`config.mk`:
```
export PLATFORM = sky130hd
export DESIGN_NAME = pc_fetch_flat
export DESIGN_NICKNAME = d
export VERILOG_FILES = /design/src/rtl/pc_fetch_if.sv /design/src/rtl/pc_fetch.sv /design/src/flat_wrapper.sv
export SDC_FILE = /design/constraint.sdc
export NUM_CORES = 1
export LEC_CHECK = 0
export CAP_MARGIN = 20
export CORE_MARGIN = 2
export CORE_UTILIZATION = 51
export DETAILED_ROUTE_END_ITERATION = 10
export GPL_ROUTABILITY_DRIVEN = 0
export PLACE_DENSITY = 0.88
export SLEW_MARGIN = 30
export SYNTH_ARGS = -nofsm -noshare
export SYNTH_HDL_FRONTEND = slang
export SYNTH_SLANG_ARGS = --single-unit
export TNS_END_PERCENT = 5
```
`constraint.sdc`:
```
create_clock -name clk -period 5.65 [get_ports clk]
set_input_delay 1.13 -clock clk [delete_from_list [all_inputs] [get_ports clk]]
set_output_delay 1.13 -clock clk [all_outputs]
set_load 0.005 [all_outputs]
```
`src/rtl/pc_fetch_if.sv`:
```
// Fetch-side bus of pc_fetch: the instruction-memory request/response
// channel and the decode handoff channel, bundled so the sequencer and
// its neighbours share one definition of the handshake signals.
interface pc_fetch_if;
  // instruction memory request channel
  logic        imem_req_valid;
  logic [31:0] imem_req_addr;
  logic        imem_req_ready;
  // instruction memory response channel
  logic        imem_rsp_valid;
  logic [31:0] imem_rsp_data;
  // decode handoff channel
  logic        inst_valid;
  logic [31:0] inst;
  logic [31:0] inst_pc;
  logic        inst_ready;

  // fetch sequencer side
  modport master (
    output imem_req_valid,
    output imem_req_addr,
    input  imem_req_ready,
    input  imem_rsp_valid,
    input  imem_rsp_data,
    output inst_valid,
    output inst,
    output inst_pc,
    input  inst_ready
  );

  // memory / decode side
  modport slave (
    input  imem_req_valid,
    input  imem_req_addr,
    output imem_req_ready,
    output imem_rsp_valid,
    output imem_rsp_data,
    input  inst_valid,
    input  inst,
    input  inst_pc,
    output inst_ready
  );
endinterface

```
`src/rtl/pc_fetch.sv`:
```
// Program counter and instruction fetch sequencer for the multicycle RV32I
// core. One instruction is in flight at a time: request, wait for the word,
// hand it to decode, wait for execute to finish, then step the PC. A
// misaligned next PC parks the sequencer in HALT until reset.
module pc_fetch #(
  parameter logic [31:0] RESET_PC = 32'h0000_0000
) (
  input  logic              clk,
  input  logic              rst_n,
  pc_fetch_if.master        bus,
  input  logic              ex_done,
  input  logic [31:0]       branc_add,
  input  logic              ex_jump,
  input  logic [31:0]       ex_jump_target,
  output logic [31:0]       retired,
  output logic              misaligned
);

  typedef enum logic [2:0] {
    S_REQ  = 3'd0,
    S_WAIT = 3'd1,
    S_HOLD = 3'd2,
    S_EXEC = 3'd3,
    S_HALT = 3'd4
  } state_t;

  state_t      state_q, state_d;
  logic [31:0] pc_q, pc_d;
  logic [31:0] inst_q, inst_d;
  logic [31:0] retired_q, retired_d;
  logic        misaligned_q, misaligned_d;

  logic [31:0] next_pc;
  logic        next_aligned;

  // Candidate next PC: jump beats branch; a zero offset means fall-through.
  always_comb begin
    next_pc = pc_q + 32'd4;
    if (ex_jump) begin
      // JALR semantics: bit 0 of the target is always cleared
      next_pc = ex_jump_target & 32'hFFFF_FFFE;
    end else if (branc_add != 32'd0) begin
      next_pc = pc_q + branc_add;
    end
  end

  assign next_aligned = (next_pc[1:0] == 2'b00);

  // State register.
  always_ff @(posedge clk or negedge rst_n) begin
    if (!rst_n) begin
      state_q <= S_REQ;
    end else begin
      state_q <= state_d;
    end
  end

  // Next-state logic; handshakes arriving in the wrong state are ignored.
  always_comb begin
    state_d = state_q;
    case (state_q)
      S_REQ: begin
        if (bus.imem_req_ready) state_d = S_WAIT;
      end
      S_WAIT: begin
        if (bus.imem_rsp_valid) state_d = S_HOLD;
      end
      S_HOLD: begin
        if (bus.inst_ready) state_d = S_EXEC;
      end
      S_EXEC: begin
        if (ex_done) state_d = next_aligned ? S_REQ : S_HALT;
      end
      S_HALT: begin
        state_d = S_HALT;
      end
      default: begin
        state_d = S_REQ;
      end
    endcase
  end

  // Datapath next values: capture the fetched word, step PC and counters.
  always_comb begin
    pc_d         = pc_q;
    inst_d       = inst_q;
    retired_d    = retired_q;
    misaligned_d = misaligned_q;
    case (state_q)
      S_WAIT: begin
        if (bus.imem_rsp_valid) inst_d = bus.imem_rsp_data;
      end
      S_EXEC: begin
        if (ex_done) begin
          retired_d = retired_q + 32'd1;
          if (next_aligned) begin
            pc_d = next_pc;
          end else begin
            misaligned_d = 1'b1;
          end
        end
      end
      default: begin
      end
    endcase
  end

  // Datapath registers.
  always_ff @(posedge clk or negedge rst_n) begin
    if (!rst_n) begin
      pc_q         <= RESET_PC;
      inst_q       <= 32'd0;
      retired_q    <= 32'd0;
      misaligned_q <= 1'b0;
    end else begin
      pc_q         <= pc_d;
      inst_q       <= inst_d;
      retired_q    <= retired_d;
      misaligned_q <= misaligned_d;
    end
  end

  // Moore outputs; the request is masked while reset is held.
  always_comb begin
    bus.imem_req_valid = (state_q == S_REQ) && rst_n;
    bus.imem_req_addr  = pc_q;
    bus.inst_valid     = (state_q == S_HOLD);
    bus.inst           = inst_q;
    bus.inst_pc        = pc_q;
    retired            = retired_q;
    misaligned         = misaligned_q;
  end

`ifndef SYNTHESIS
  // A pending request must not drop or move before it is accepted.
  a_req_stable: assert property (@(posedge clk) disable iff (!rst_n)
    (bus.imem_req_valid && !bus.imem_req_ready) |=>
      (bus.imem_req_valid && $stable(bus.imem_req_addr)));

  // Once flagged, a misaligned target stays flagged until reset.
  a_misaligned_sticky: assert property (@(posedge clk) disable iff (!rst_n)
    misaligned_q |=> misaligned_q);

  // A halted sequencer never requests nor presents an instruction.
  a_halt_quiet: assert property (@(posedge clk) disable iff (!rst_n)
    (state_q == S_HALT) |-> (!bus.imem_req_valid && !bus.inst_valid));
`endif

endmodule

```
`src/flat_wrapper.sv`:
```
// flat-port wrapper written by rule: the top's interface ports become plain ports
module pc_fetch_flat 
#(
  parameter logic [31:0] RESET_PC = 32'h0000_0000
)
  (clk, rst_n, ex_done, branc_add, ex_jump, ex_jump_target, retired, misaligned, bus_imem_req_valid, bus_imem_req_addr, bus_imem_req_ready, bus_imem_rsp_valid, bus_imem_rsp_data, bus_inst_valid, bus_inst, bus_inst_pc, bus_inst_ready);
  pc_fetch_if bus_i ();
  input  logic clk;
  input  logic rst_n;
  input  logic ex_done;
  input  logic [31:0] branc_add;
  input  logic ex_jump;
  input  logic [31:0] ex_jump_target;
  output logic [31:0] retired;
  output logic misaligned;
  output wire logic [$bits(bus_i.imem_req_valid)-1:0] bus_imem_req_valid;
  output wire logic [$bits(bus_i.imem_req_addr)-1:0] bus_imem_req_addr;
  input wire logic [$bits(bus_i.imem_req_ready)-1:0] bus_imem_req_ready;
  input wire logic [$bits(bus_i.imem_rsp_valid)-1:0] bus_imem_rsp_valid;
  input wire logic [$bits(bus_i.imem_rsp_data)-1:0] bus_imem_rsp_data;
  output wire logic [$bits(bus_i.inst_valid)-1:0] bus_inst_valid;
  output wire logic [$bits(bus_i.inst)-1:0] bus_inst;
  output wire logic [$bits(bus_i.inst_pc)-1:0] bus_inst_pc;
  input wire logic [$bits(bus_i.inst_ready)-1:0] bus_inst_ready;
  assign bus_imem_req_valid = bus_i.imem_req_valid;
  assign bus_imem_req_addr = bus_i.imem_req_addr;
  assign bus_i.imem_req_ready = bus_imem_req_ready;
  assign bus_i.imem_rsp_valid = bus_imem_rsp_valid;
  assign bus_i.imem_rsp_data = bus_imem_rsp_data;
  assign bus_inst_valid = bus_i.inst_valid;
  assign bus_inst = bus_i.inst;
  assign bus_inst_pc = bus_i.inst_pc;
  assign bus_i.inst_ready = bus_inst_ready;
  pc_fetch #(.RESET_PC(RESET_PC)) u_core (.clk(clk), .rst_n(rst_n), .bus(bus_i), .ex_done(ex_done), .branc_add(branc_add), .ex_jump(ex_jump), .ex_jump_target(ex_jump_target), .retired(retired), .misaligned(misaligned));
endmodule
```
Yosys cells after proc, flatten, opt, wreduce, memory -nomap -nowiden --
Cells that the tools add are included.
Operators by class: reductions and logical operators 9, muxes and demuxes 8, $add $sub $neg 3, equal/unequal tests 8, bitwise logic cells 1
Operators by type and width (count):
- 2-to-1 mux 32 bit | 2
- adder 32 x 1 -> 32 bit, second input constant | 1
- adder 32 x 3 -> 32 bit, second input constant | 1
- adder 32 bit | 1
- nonzero test 32 bit | 1
- 2-to-1 mux 3 bit | 5
- one-hot mux 3 bit (5 select lines) | 1
- equality test 3 x 2 -> 1 bit, second input constant | 2
- != test 2 bit, second input constant | 3
- AND reduction 3 bit | 2
- AND reduction 2 bit | 2
- AND reduction 4 bit | 1
- equality test 3 x 1 -> 1 bit, second input constant | 1
- equality test 3 bit, second input constant | 1
- zero test 3 bit | 1
- zero test 2 bit | 1
- != test 2 x 1 -> 1 bit, second input constant | 1
- logical AND 1 bit | 1
- NOT 1 bit | 1
Storage, ports and cells: bits in registers 100, output and inout bits 131

Longest topological paths before layout --
Gate-level depths: netlist (run 1).
word-level depth 7, gate-level depth with buffers 12, depth with buffers taken out 12

Worst setup path before layout (run 1) --
No wires, ideal clock.
kind input port to flip-flop, start in branc_add[1], end reg u_core.pc_q[31] (netlist: u_core.bus.imem_req_addr[31]), path slack 1.983 ns, arrival time 3.564 ns, required time 5.546 ns, stages on the path 10, cells stage by stage ha_1 > a211oi_2 > nor4_1 > or3_1 > o31a_1 > a211o_1 > a311o_1 > a21oi_2 > xor2_1 > o311ai_1
On the way: cells in the longest elaborated chain, start to end 5
Ends and longest elaborated chain:
- from (decl) | line flat_wrapper.sv:11 | input logic [31:0] branc_add;
- adder 32 bit or nonzero test 32 bit (tied branches) | line pc_fetch.sv:43, pc_fetch.sv:42
- 2-to-1 mux 32 bit * | line pc_fetch.sv:42 | end else if (branc_add != 32'd0) begin
- 2-to-1 mux 32 bit * | line pc_fetch.sv:39 | if (ex_jump) begin
- zero test 2 bit | line pc_fetch.sv:47 | assign next_aligned = (next_pc[1:0] == 2'b00);
- AND reduction 3 bit (no line)
- to (signal assigned) | line pc_fetch.sv:116 | pc_q <= pc_d;
- to (decl) | line pc_fetch.sv:28 | logic [31:0] pc_q, pc_d;
Mark *: on every way between the ends. The rest lies on a longest branch, timed or not. A chain may end at the register's enable or synchronous reset.

Worst setup path after layout (run 1) --
Same ends and word-level chain as after synthesis.

==> results of run 1 <==
[worst max path at each step]
stage / from / endpoint / slack (ps) / cells past startpoint
after floorplan: branc_add[1] / u_core.bus.imem_req_addr[31] / 1980 / 10
after global placement: branc_add[1] / u_core.bus.imem_req_addr[31] / 1260 / 11
after detailed placement: branc_add[1] / u_core.bus.imem_req_addr[31] / 1180 / 11
after CTS: branc_add[1] / u_core.bus.imem_req_addr[31] / 1540 / 11
after global routing: branc_add[1] / u_core.bus.imem_req_addr[31] / 1440 / 11
final: branc_add[1] / u_core.bus.imem_req_addr[31] / 1520 / 11
[final cells by class]
cell class                      count  area, sq um  share of cell area
Clock buffer                       10        239.0             0.02500
Multi-Input combinational cell    620         4069              0.4257
Clock inverter                      6        80.08            0.008378
Tap cell                          176        220.2             0.02304
Inverter                           20        75.07            0.007854
Timing Repair Buffer              239         2372              0.2482
Sequential cell                   100         2502              0.2618
[sequential cells by signal, summed over array words and instances (netlist names)]
| name | count |
|---|---|
| u_core.retired | 32 |
| u_core.misaligned | 1 |
| u_core.bus.imem_req_addr | 32 |
| u_core.state_q | 3 |
| u_core.bus.inst | 32 |
[power by group]
group,total (mW),leakage (nW),switching [mW],internal (mW)
clock network,0.659,0.152,0.295,0.364
registers,0.715,1.38,0,0.715
logic,0.185,2.53,0.0883,0.0967
[cells in the final DEF (no fill, tap or decap), types with 9 or more instances in the layout]
cell	synthesis	routed
clkdlybuf4s50_1	0	231
dfrtp_1	100	100
nand2_1	77	77
a21oi_1	69	69
nor2_1	60	59
o21ai_0	48	48
xnor2_1	45	45
nand3_1	42	42
mux2_2	34	34
ha_1	33	33
xor2_1	27	27
nand4_1	23	23
inv_1	20	20
and3_1	16	16
nor4_1	12	12
a21o_1	12	12
o211ai_1	11	11
a211oi_1	11	11
nor3_1	11	10
clkbuf_16	0	9
[cell families (layout without fill, tap and decap cells)]
kind of cell    Yosys count  after routing  synth area share
compound gates          202            202            0.1797
xor+xnor                 72             72           0.09005
fa+ha+maj                34             34           0.06182
buf+inv                  85            275           0.06271
flops                   100            100            0.3573
mux                      37             37           0.05896
simple gates            275            275            0.1894
[worst register-to-register path, stage by stage, from the launching register on]
cell and delay, ps:
dfrtp_1 510, ha_1 440, nand4_1 190, nor4_1 80, or3_1 450, o31a_1 360
a211o_1 360, a311o_1 430, a21oi_2 160, xor2_1 80, o311ai_1 240
[metal layers]
layer / track usage / vias to the layer above / routed length [um]
met5: 0 / - / 0
li1: - / 3272 / -
met1: 0.3790 / 3256 / 8928
met3: 0.05639 / 47 / 1882
met2: 0.4842 / 350 / 10220
met4: 0.1135 / 0 / 583
[through the flow]
| stage | setup WS (ps) | hold WS [ps] |
|---|---|---|
| finish | 1516 | 478.3 |
| floorplan | 1983 | 459.0 |
| CTS | 1540 | 481.8 |
| global placement | 1255 | 450.2 |
| detailed placement | 1181 | 469.7 |
| global route | 1437 | 487.8 |
==> run metrics, run 1 <==
Worst setup EP type register; Async S/R FF share, synth 1.000; Final Non-Filler Cells around 1200; gr usage total 0.2926; critical path's largest stage delay ~500 ps; layout cells sized above 1 0.06734; CTS Buffer Depth 2; number of global-route vias before repair 6606; routed vias/inst just under 6; Core ar. 13350 sq um; Critical-path top delay cell clkdlybuf4s50_1; Rel. slew slack 0.4298; first-pass GRT wire length between 30000 and 40000 um; post-synth top area cell dfrtp_1; f_max 0.2419 GHz; Worst VDD drop around 0.00012 V; CP Max Fanout 5; Synth top cells by count dfrtp_1 (100), nand2_1 (77), a21oi_1 (69); total routed wirelength 21620 um; Pwr Density between 150 and 200 nW/um^2; First DRT Iteration DRCs ~440; vias post-DR about 6900; I/O pin cnt around 230; Setup TNS 0 ps; post-cts resize count 0; Hold Fails Final Rpt 0; worst-margin pin slew 852.6 ps; Placed Area approximately 9200 sq um; row count 42; antenna-violating nets left 0; syn avg cell area slightly below 9 sq um; initial antenna violation count 0; H-tree Lvls 3; R2R Path End u_core.bus.imem_req_addr[31]; CTS root buf clkbuf_16; Final Power between 1.5 and 2 mW; First-pass DRT Iterations 5; Final Skew roughly 12 ps; Slew Limit Fails 0; Cells after Synth ~810; synth warn 0; hold path endpoint u_core.retired[31]; Area growth syn-to-layout 36.48%; Setup violations, final 0; Num CTS Buffers 9; Worst Reg-to-Reg Cells 10; Final Cycle Share 0.7317; Synth area leaders dfrtp_1 (36%), ha_1 (5.9%), xnor2_1 (5.6%); Reg2Reg Setup Slack 2240 ps; Req. time, crit path between 5000 and 6000 ps; RSZ-0062 raised after global routing false; worst path cell trace clkdlybuf4s50_1 -> ha_1 -> a211oi_2 -> nor4_1 -> or3_1 -> o31a_1 -> a211o_1 -> a311o_1 -> a21oi_2 -> xor2_1 -> o311ai_1; hold depth 1; register area share after synthesis 0.3573; Die Area roughly 15000 sq um; critical path launch point type input pin; Hold Path Class reg2reg; Cell Area, Synth roughly 7000 sq um; worst skew pair latency around 350 ps; post-route design area roughly 9600 sq um; RR Startpoint u_core.bus.imem_req_addr[9]; Max Cap Viol 0; Worst EP arrival 4390 ps; post-cts hold buffer count 0; top-count cell post-synth dfrtp_1; Leakage about 4 nW; critical path type in2reg; final core occ 0.7161; Post-CTS Setup Inserts 0; CP bufs+invs 1; die height 121.2 um; Port Buf Inserts between 200 and 250; HPWL after DPL 16460 um; Final Net Count between 1000 and 1500; Yosys cell types 58; Inst Count DP between 1000 and 1500; clock sink count 100; fin crit period 4134 ps; Layout fillers between 1000 and 1500; ANT cells 0; GRT overflow 0; Hold Path Origin u_core.retired[31]; status complete, no violations; post-synth top area share 0.3573; Die Width roughly 120 um; starting density of the core 0.5247; WL per Instance between 15 and 20 um; Syn Nets approximately 940; DRC viols 0; CTS tree built; CTS clk-pin slew, worst paths approximately 80 ps; Top FF cell, synth dfrtp_1; largest net degree at the start of global routing 60; CP delay by family, top compound AO/OA/AOI/OAI gates; Yosys reg bits 100; Post-synth EDFFs 0
Power figures use the tool's default switching activity.
==> run 2, diff against run 1 <==
Settings changed: CORE_UTILIZATION 51 to 42, PLACE_DENSITY 0.88 to 0.77.
Clock period 5.65 ns to 3.6 ns, I/O delays scaled along.
==> run 2 against run 1 <==
  * First-iteration DRC count rose by 2.7%
  * Design area rose by 4.4%
  * Non-clock buffer count up 45
  * Flip-flop and latch count unchanged
  * Count of clock-buffer cells in the layout down 1
  * Core utilization fell by 11 points
==> run metrics, run 2 (synthesis results as in run 1) <==
number of global-route vias before repair 6797; f_max around 0.29 GHz; first-pass GRT wire length between 30000 and 40000 um; Req. time, crit path between 3000 and 4000 ps; Inst Count DP ~1200; row count between 40 and 50; critical path's largest stage delay about 460 ps; ANT cells 0; die height 133.1 um; clock sink count 100; largest net degree at the start of global routing 54; antenna-violating nets left 0; Hold Path Class reg2reg; Layout fillers approximately 1400; Critical Path Start branc_add[1]; gr usage total 0.2451; Area growth syn-to-layout 42.54%; CTS clk-pin slew, worst paths roughly 80 ps; Hold Path Origin u_core.misaligned; CTS tree built; Core ar. approximately 16000 sq um; Final Cycle Share 0.9615; routed vias/inst roughly 5.5; Final Skew between 10 and 15 ps; Critical-path top delay cell clkdlybuf4s50_1; worst path cell trace clkdlybuf4s50_1 -> ha_1 -> a211oi_2 -> nor4_1 -> or3_1 -> o31a_1 -> buf_4 -> a41oi_1 -> buf_4 -> o31ai_1 -> xor2_1 -> o21ai_0 -> o22ai_1; Pwr Density 250.1 nW/um^2; Die Area about 18000 sq um; HPWL after DPL ~17000 um; Worst setup EP type register; most frequent cells in the layout clkdlybuf4s50_1 (231), dfrtp_1 (100), nand2_1 (77); Final Net Count 1172; vias post-DR 6991; Hold Fails Final Rpt 0; starting density of the core 0.4253; layout cells sized above 1 0.1087; RR Startpoint u_core.bus.imem_req_addr[1]; Worst VDD drop 0.0002820 V; critical path launch point type input pin; First DRT Iteration DRCs 450; Worst EP arrival ~3700 ps; worst skew pair latency ~350 ps; fin crit period 3461 ps; RSZ-0062 raised after global routing false; Final Power approximately 2.5 mW; CP Max Fanout 4; commonest non-fill, non-tap cell in the layout clkdlybuf4s50_1; CTS Buffer Depth 2; CTS root buf clkbuf_16; Hold WS roughly 470 ps; First-pass DRT Iterations 5; Num CTS Buffers 9; worst-margin pin slew between 600 and 700 ps; Die Width approximately 130 um; Max Cap Viol 0; Leakage 4.286 nW; Final Non-Filler Cells between 1000 and 1500; final core occ 0.6062; WL per Instance around 17 um; Post-CTS Setup Inserts 0; initial antenna violation count 0; total routed wirelength between 20000 and 25000 um; DRC viols 0; most frequent cell on the critical path buf_4; I/O pin cnt ~230; post-route design area around 10000 sq um; Slew Limit Fails 0; H-tree Lvls 3; GRT overflow 0; Setup violations, final 0; Port Buf Inserts ~230; Placed Area 9657 sq um; critical path type in2reg; post-cts hold buffer count 0; status complete, no violations; Rel. slew slack 0.5746
==> run 2: area by class of cell <==
class / instances / area [sq um] / area share
inverter: 20 / 75.07 / 0.007521
clock buffer: 9 / 225.2 / 0.02256
clock inverter: 7 / 93.84 / 0.009401
timing repair buffer: 284 / 2735 / 0.2740
multi-input combinational: 620 / 4075 / 0.4082
sequential: 100 / 2502 / 0.2507
tap: 220 / 275.3 / 0.02758
==> run 2: per-layer routing <==
layer	track usage	up-vias	part of all wire
met5	0	-	0
met4	0.07270	0	0.015
met3	0.04110	25	0.074
met2	0.4180	308	0.48
met1	0.3216	3310	0.43
li1	-	3348	-
==> run 2: timing repair <==
item                                    4_1_cts  5_1_grt
endpoints found under the setup margin        0        4
gates resized for setup                       0        2
hold endpoints to repair                      0        0
==> run 2: final timing paths <==
| kind | endpoint | slack, ps | cells past startpoint |
|---|---|---|---|
| min | u_core.misaligned | 470 | 1 |
| min reg2reg | u_core.misaligned | 470 | 1 |
| max reg2reg | u_core.bus.imem_req_addr[25] | 460 | 12 |
| max in group asynchronous | u_core.bus.inst[26] | 2010 | 3 |
| max | u_core.bus.imem_req_addr[25] | 140 | 13 |
| min in group asynchronous | u_core.misaligned | 500 | 2 |
==> run 2: critical path: cells and delay by family <==
family,cells,cell delay (ps)
AO/OA/AOI/OAI,6,1170
XOR/XNOR,1,150
adder cells (fa/ha/maj),1,330
buffers and inverters,3,800
AND/OR/NAND/NOR,2,510
==> run 2: metrics by stage <==
step | setup slack, ps | TNS (ps)
3_5_place_dp | -331.7 | -1441
6_report | 138.8 | 0
3_3_place_gp | -232.5 | -1036
5_1_grt | 7.267 | 0
4_1_cts | 51.72 | 0
2_1_floorplan | 342.6 | 0
==> run 2: power breakdown <==
group	switching, mW	internal [mW]	leakage, nW
registers	0	1.12	1.38
clock network	0.499	0.560	0.153
logic	0.146	0.169	2.76
==> run 3, diff against run 2 <==
Settings changed: CORE_UTILIZATION 42 to 51, PLACE_DENSITY 0.77 to 0.88.
Clock period 3.6 ns to 4.39 ns, I/O delays scaled along.
==> run 3 against run 2 <==
  * Combinational power is 24% lower
  * Final cell count down 6.6%
  * Critical path type unchanged
  * Core utilization rose by 11 points
  * Global-route usage grew 4.3 points
==> run metrics, run 3 (synthesis results as in run 1) <==
Final Net Count between 1000 and 1500; I/O pin cnt ~230; die height roughly 120 um; commonest non-fill, non-tap cell in the layout clkdlybuf4s50_1; Die Width between 100 and 150 um; critical path launch point type input pin; Flop pwr share 0.468; Hold WS around 480 ps; most frequent cells in the layout clkdlybuf4s50_1 (231), dfrtp_1 (100), nand2_1 (77); routed vias/inst slightly below 6; starting density of the core 0.5247; Final Skew roughly 14 ps; Final Cycle Share 0.8746; initial antenna violation count 1; Worst setup EP type register; clock share of power 0.410; f_max approximately 0.26 GHz; Num CTS Buffers 9; Area growth syn-to-layout 36.91%; first-pass GRT wire length between 30000 and 40000 um; sw power approximately 520 uW; Setup violations, final 0; post-cts hold buffer count 0; fin crit period between 3000 and 4000 ps; post-cts resize count 0; Die Area between 10000 and 15000 sq um; WL per Instance between 15 and 20 um; layout cells sized above 1 0.07200; Comb pwr share 0.122; Hold Fails Final Rpt 0; Leakage slightly above 4 nW; vias post-DR 6926; row count 42; H-tree Lvls 3; CTS Buffer Depth 2; Hold Path Class reg2reg; DRC viols 0; Setup TNS 0 ps; antenna-violating nets left 0; hold depth 1; CTS clk-pin slew, worst paths around 80 ps; hold path endpoint u_core.retired[31]; Worst VDD drop 0.0001980 V; Reg2Reg Setup Slack between 1000 and 1500 ps; worst-margin pin slew around 820 ps; Hold Path Origin u_core.retired[31]; number of global-route vias before repair around 6600; worst skew pair latency about 360 ps; Worst EP arrival 4100 ps; Internal Pwr Total between 1 and 1.5 mW; RSZ-0062 raised after global routing false; status complete, no violations; CP Max Fanout 5; GRT overflow 0; CTS root buf clkbuf_16; total routed wirelength 21470 um; R2R Path End u_core.bus.imem_req_addr[31]; First DRT Iteration DRCs between 500 and 600; largest net degree at the start of global routing a little over 60; Core ar. 13350 sq um; gr usage total 0.2882; CTS tree built; Max Cap Viol 0; Req. time, crit path 4650 ps; Pwr Density slightly above 200 nW/um^2; clock sink count 100; First-pass DRT Iterations 5; Layout fillers about 1000; sw frac 0.2640; Rel. slew slack 0.4488; critical path type in2reg; Port Buf Inserts approximately 230; RR Startpoint u_core.bus.imem_req_addr[9]; HPWL after DPL 16540 um; Worst Reg-to-Reg Cells 10; Slew Limit Fails 0; Post-CTS Setup Inserts 0
-- run 3: cell types whose count changed in the layout (fill, tap and decap cells not counted) --
| cell | previous run | this run |
|---|---|---|
| o21ai_1 | 2 | 1 |
| o21ai_0 | 47 | 48 |
| a311oi_2 | 1 | 0 |
| a311oi_1 | 1 | 2 |
| clkinvlp_4 | 1 | 2 |
| diode_2 | 0 | 1 |
| buf_4 | 51 | 12 |
| buf_12 | 2 | 1 |
| bufinv_16 | 1 | 0 |
-- run 3: worst max-delay path by stage --
stage	startpoint	end	slack, ps	cells past startpoint
after floorplan	branc_add[1]	u_core.bus.imem_req_addr[31]	970	10
after global placement	branc_add[1]	u_core.bus.imem_req_addr[31]	270	11
after detailed placement	branc_add[1]	u_core.bus.imem_req_addr[31]	230	11
after CTS	branc_add[1]	u_core.bus.imem_req_addr[31]	590	11
after global routing	branc_add[1]	u_core.bus.imem_req_addr[31]	440	11
final	branc_add[1]	u_core.bus.imem_req_addr[31]	550	11
-- run 3: critical path, stage by stage --
cell and delay [ps]:
clkdlybuf4s50_1 520, ha_1 260, a211oi_2 310, nor4_1 90, or3_1 450, o31a_1 350, a211o_1 350, a311o_1 420
a21oi_2 160, xor2_1 80, o311ai_1 220
-- run 3: power groups by stage --
| stage | sequential (mW) | clock, mW | combinational (mW) |
|---|---|---|---|
| after global routing | 0.920 | 0.857 | 0.260 |
| after global placement | 0.939 | 0 | 0.232 |
| after floorplan | 0.939 | 0 | 0.0939 |
| after detailed placement | 0.939 | 0 | 0.237 |
| final | 0.920 | 0.807 | 0.239 |
| after CTS | 0.920 | 0.818 | 0.238 |
-- run 3: stage by stage --
step | instances | total power, mW | cell area, sq um | setup slack, ps | util
finish | 1177 | 1.966 | 9588 | 550.4 | 0.7183
global route | 1177 | 2.037 | 9588 | 435.2 | 0.7183
CTS | 1176 | 1.976 | 9585 | 588.5 | 0.7181
detailed placement | 1160 | 1.175 | 9289 | 233.6 | 0.6959
global placement | 1160 | 1.171 | 9289 | 269.6 | 0.6959
floorplan | 805 | 1.033 | 7003 | 974.6 | -
-- run 3: cell type report --
class                   count  area (sq um)  area share
clock inverters             7         71.32    0.007438
diodes                      1         2.502   0.0002610
repair buffers            244          2422      0.2526
flip-flops and latches    100          2502      0.2610
inverters                  20         75.07    0.007830
clock buffers               9         225.2     0.02349
well taps                 176         220.2     0.02297
multi-input cells         620          4069      0.4244
-- run 3: per-layer routing --
layer,vias to the layer above,global-route usage,share of wire
met5,-,0,0
met4,0,0.1085,0.023
met3,41,0.05169,0.084
met2,335,0.4933,0.48
met1,3286,0.3630,0.41
li1,3264,-,-
